**src/rtl/core_sequencer.sv**
```systemverilog
// Multi-cycle fetch/decode/execute sequencer driving the core datapath control inputs.
// Optional retire counter port enabled by defining CORE_SEQ_RETIRE_CNT_EN.
module core_sequencer #(
  parameter int unsigned PC_W      = 8,
  parameter int unsigned ALU_CMD_W = 4
) (
  input  logic                 clk,
  input  logic                 rst_n,
  input  logic                 start,
  output logic                 imem_req,
  output logic [PC_W-1:0]      imem_addr,
  input  logic                 imem_ack,
  input  logic [15:0]          imem_data,
  output logic                 reg_wr_en,
  output logic [11:0]          operands,
  output logic [ALU_CMD_W-1:0] alu_cmd,
  output logic                 dst_in_sel,
  output logic                 busy,
`ifdef CORE_SEQ_RETIRE_CNT_EN
  output logic [15:0]          retire_cnt,
`endif
  output logic                 halted
);

  typedef enum logic [1:0] {StIdle, StFetch, StExec, StHalt} state_e;

  localparam logic [3:0] OpLdi  = 4'hC;
  localparam logic [3:0] OpJmp  = 4'hD;
  localparam logic [3:0] OpHalt = 4'hF;

  state_e          state_q, state_d;
  logic [PC_W-1:0] pc_q, pc_d;
  logic [15:0]     ir_q, ir_d;
  logic [3:0]      opcode;
  logic [PC_W-1:0] jmp_target;
  logic            start_ok;

  assign opcode     = ir_q[15:12];
  assign jmp_target = PC_W'(ir_q[7:0]);
  assign start_ok   = start && ((state_q == StIdle) || (state_q == StHalt));

  always_ff @(posedge clk or negedge rst_n) begin
    if (!rst_n) begin
      state_q <= StIdle;
      pc_q    <= '0;
      ir_q    <= '0;
    end else begin
      state_q <= state_d;
      pc_q    <= pc_d;
      ir_q    <= ir_d;
    end
  end

  always_comb begin
    state_d    = state_q;
    pc_d       = pc_q;
    ir_d       = ir_q;
    imem_req   = 1'b0;
    reg_wr_en  = 1'b0;
    dst_in_sel = 1'b0;
    unique case (state_q)
      StIdle, StHalt: begin
        if (start_ok) begin
          pc_d    = '0;
          state_d = StFetch;
        end
      end
      StFetch: begin
        imem_req = 1'b1;
        if (imem_ack) begin
          ir_d    = imem_data;
          state_d = StExec;
        end
      end
      StExec: begin
        state_d = StFetch;
        pc_d    = pc_q + PC_W'(1);
        if (opcode <= OpLdi) begin
          reg_wr_en  = 1'b1;
          dst_in_sel = (opcode == OpLdi);
        end else if (opcode == OpJmp) begin
          pc_d = jmp_target;
        end else if (opcode == OpHalt) begin
          pc_d    = pc_q;
          state_d = StHalt;
        end
      end
      default: state_d = StIdle;
    endcase
  end

  // ir only changes on entry to EXEC, so decoding it directly holds the last values elsewhere.
  always_comb begin
    alu_cmd = '0;
    if (opcode <= 4'hB) alu_cmd = ALU_CMD_W'(opcode);
  end

  assign operands  = ir_q[11:0];
  assign imem_addr = pc_q;
  assign busy      = (state_q == StFetch) || (state_q == StExec);
  assign halted    = (state_q == StHalt);

`ifdef CORE_SEQ_RETIRE_CNT_EN
  logic [15:0] retire_cnt_q;

  always_ff @(posedge clk or negedge rst_n) begin
    if (!rst_n) begin
      retire_cnt_q <= '0;
    end else if (start_ok) begin
      retire_cnt_q <= '0;
    end else if (state_q == StExec) begin
      retire_cnt_q <= retire_cnt_q + 16'd1;
    end
  end

  assign retire_cnt = retire_cnt_q;
`endif

endmodule

```
**config.mk**
```make
export PLATFORM = sky130hd
export DESIGN_NAME = core_sequencer
export DESIGN_NICKNAME = d
export VERILOG_FILES = /design/src/rtl/core_sequencer.sv
export SDC_FILE = /design/constraint.sdc
export NUM_CORES = 1
export LEC_CHECK = 0
export CAP_MARGIN = 40
export CELL_PAD_IN_SITES_DETAIL_PLACEMENT = 0
export CELL_PAD_IN_SITES_GLOBAL_PLACEMENT = 2
export CORE_ASPECT_RATIO = 1.5
export CORE_MARGIN = 1
export CORE_UTILIZATION = 29
export CTS_CLUSTER_DIAMETER = 200
export DETAILED_ROUTE_END_ITERATION = 8
export HOLD_SLACK_MARGIN = 0.06
export PLACE_DENSITY_LB_ADDON = 0.1
export SLEW_MARGIN = 20
export SYNTH_ARGS = -nofsm -noshare
export SYNTH_HDL_FRONTEND = slang
export SYNTH_SLANG_ARGS = --single-unit
```
**constraint.sdc**
```tcl
create_clock -name clk -period 5.4 [get_ports clk]
set_input_delay 1.08 -clock clk [delete_from_list [all_inputs] [get_ports clk]]
set_output_delay 1.08 -clock clk [all_outputs]
set_load 0.01 [all_outputs]
```
==> reports/metrics.yaml <==
outcome:
  status: "complete, no violations"
timing:
  finalHoldViolCount: 0
  worstMarginPinSlew_ns: 0.739
  setup_ws_ns: 2.32
  rsz0062_at_grt: "no"
  max_clock_freq_mhz: 325
  fin_skew_ns: 0.00241
  period_share_pct: 57.0
  slew-limit-headroom_pct: 50.7
  slew_violations: 0
  setup_viol: 0
  period_minus_slack_ns: 3.08
  fin_setup_tns_ns: 0
die:
  die_y_microns: 87.7
  dieWidth_microns: 59.2
  start_util_pct: 30.8
  num_rows: 30
  io_pins: 49
  core_area_sq_um: 4620
  die_area_sq_um: 5190
synth:
  synth_cell_types: 32
  synthesis.nets: 155
  yosys_warnings: 0
  synth.top_cells.by_count: "26 x dfrtp_1, 12 x buf_4, 11 x mux2_2, 7 x a21oi_1"
  synth.avg_cell_area_sq_um: 10.9
  synthTopCellsByArea: "dfrtp_1 46%, mux2_2 8.7%, buf_4 6.3%, mux2_1 4.8%, ha_1 4.4%"
  ys_ff_latch: 26
  synth_area_leader_cell: "dfrtp_1"
  syn_area_sq_um: 1420
  synth_top_cell_area_share_pct: 45.8
  synthArstFlopShare_pct: 100
  syn_inst: 130
  yosysSeqAreaShare_pct: 45.8
  synth.most_common_cell: "dfrtp_1"
  synth_edf_count: 0
  ys.flop_type: "dfrtp_1"
route:
  drc: 0
  dr.pass1.iters: 3
  viasPerCell: 4.66
  wire_per_inst_microns: 13.5
  drt_iter0_markers: 10
  vias: 1076
  drt-total-wl_microns: 3130
  antenna_left: 0
finish:
  nets: 193
  syn2layout_area_growth_pct: 36.4
  antenna_cells: 0
  drive_gt1_share_pct: 11.4
  final_area_sq_um: 1940
  fillers: 467
worst_setup_path:
  path_class: "reg -> out"
  rr_startpoint: "state_q[0]"
  cp-start-kind: "flip-flop"
  path_cells: "inv_1, ha_1, and3_4, and2_1, clkdlybuf4s50_1"
  path_max_fanout: 8
  startpoint: "state_q[0]"
  worstPathArrival_ns: 2.00
  crit_buf_inv: 2
  end_kind: "primary output"
  path_delay_family: "buffers and inverters"
  cpPeakStageDelay_ns: 0.53
  cp_slowest_cell: "clkdlybuf4s50_1"
  cp_data_required_time_ns: 4.32
worst_hold_path:
  min_from: "ir_q[10]"
  holdCritPathClass: "reg -> reg"
placement:
  hpwl_microns: 2390
  place.gp.congestion: 0.737
  pre_cts_slack_ns: 2.50
  dpl-instance-area_sq_um: 1870
  portBuffers: 48
clocking:
  ctsResizeCount: 0
  path_clk_slew_ns: 0.09
  htreeDepth: 1
  cts.sinks: 26
  cts_setup_buffers: 0
  cts_tree: "done"
  clock-root-buffer: "clkbuf_8"
  clk_latency_ns: 0.26
  cts_buffers: 3
  clock_path_buffers: 2
  cts_hold_buf: 0
global_routing:
  grt_max_degree: 27
  antenna_found_initial: 0
  grt_pass1_wl_microns: 5000
  grt_usage_pct: 12.9
  grt_pass1_vias: 1121
  grt_overflow: 0
power_and_ir_drop:
  ir_drop_mv: 0.235
  p_leak_uw: 0.000779
  power_density_nw_per_um2: 501
job:
  maxCapViolCount: 0
-- sequential cells by signal, summed over array words and instances, names as in the netlist --
name and flops:
imem_addr 8, ir_q 16, state_q 2
-- kinds of logic after synthesis --
| group | share of synthesized area, % |
|---|---|
| AOI/OAI and AO/OA | 12.2 |
| DFF | 45.8 |
| and+or+nand+nor | 14.2 |
| muxes | 13.5 |
| buffers and inverters | 9.95 |
| adders and majority gates | 4.40 |
-- metal layers --
layer,vias up,global-route usage (%),part of all wire [%]
li1,525,-,-
met1,526,13.7,40
met5,-,0,0
met3,2,1.77,2.4
met2,23,25.2,57
met4,0,4.55,0.93
-- path summary, 6_finish.rpt --
path | to | depth (start not counted) | slack (ns)
hold / removal | ir_q[10] | 1 | 0.51
setup reg to reg | imem_addr[7] | 6 | 3.12
max in group asynchronous | imem_addr[1] | 2 | 3.97
setup / recovery | dst_in_sel | 5 | 2.32
min in group asynchronous | imem_addr[7] | 2 | 1.19
hold reg to reg | ir_q[10] | 1 | 0.51
-- worst register-to-register path, cell delays in order, from the launching register on --
cell,delay (ns)
dfrtp_1,0.41
inv_1,0.07
ha_1,0.30
and3_4,0.23
a311oi_2,0.67
nand2_1,0.31
o2bb2ai_1,0.21
-- where the power goes --
part | switching (uW) | internal (uW) | leakage (uW) | total [uW]
combinational | 202 | 271 | 0.000420 | 473
sequential | 72.9 | 267 | 0.000323 | 340
clock | 59.7 | 99.0 | 0.0000357 | 159
total | 334 | 637 | 0.000779 | 972
-- cell usage in the layout (no fill, tap or decap), types with 2 or more instances in the layout --
| cell | instances |
|---|---|
| a21oi_1 | 7 |
| and2_1 | 3 |
| and3_1 | 2 |
| clkbuf_8 | 3 |
| clkdlybuf4s50_1 | 48 |
| dfrtp_1 | 26 |
| ha_1 | 5 |
| inv_1 | 5 |
| mux2_1 | 6 |
| mux2_2 | 11 |
| nand2_1 | 5 |
| nand3_1 | 5 |
| nor2_1 | 5 |
| nor2b_1 | 4 |
| nor3_1 | 3 |
| nor4_1 | 2 |
| o21ai_1 | 6 |
| o2bb2ai_1 | 6 |
-- layout make-up --
type	count	area [sq um]	area share [%]
Sequential cell	26	651	33.6
Multi-Input combinational cell	83	629	32.5
Timing Repair Buffer	49	488	25.2
Tap cell	64	80.1	4.13
Clock buffer	3	41.3	2.13
Clock inverter	1	30.0	1.55
Inverter	5	18.8	0.968
-- through the flow --
| stage | util [%] | hold slack, ns | power [uW] | instances |
|---|---|---|---|---|
| floorplan | - | 0.465 | 660 | 130 |
| global placement | 40.4 | 0.475 | 819 | 227 |
| detailed placement | 40.4 | 0.491 | 827 | 227 |
| CTS | 42.0 | 0.514 | 990 | 231 |
| global route | 42.0 | 0.541 | 1040 | 231 |
| finish | 42.0 | 0.508 | 972 | 231 |
Note: power is estimated with default switching activity, not from simulation.
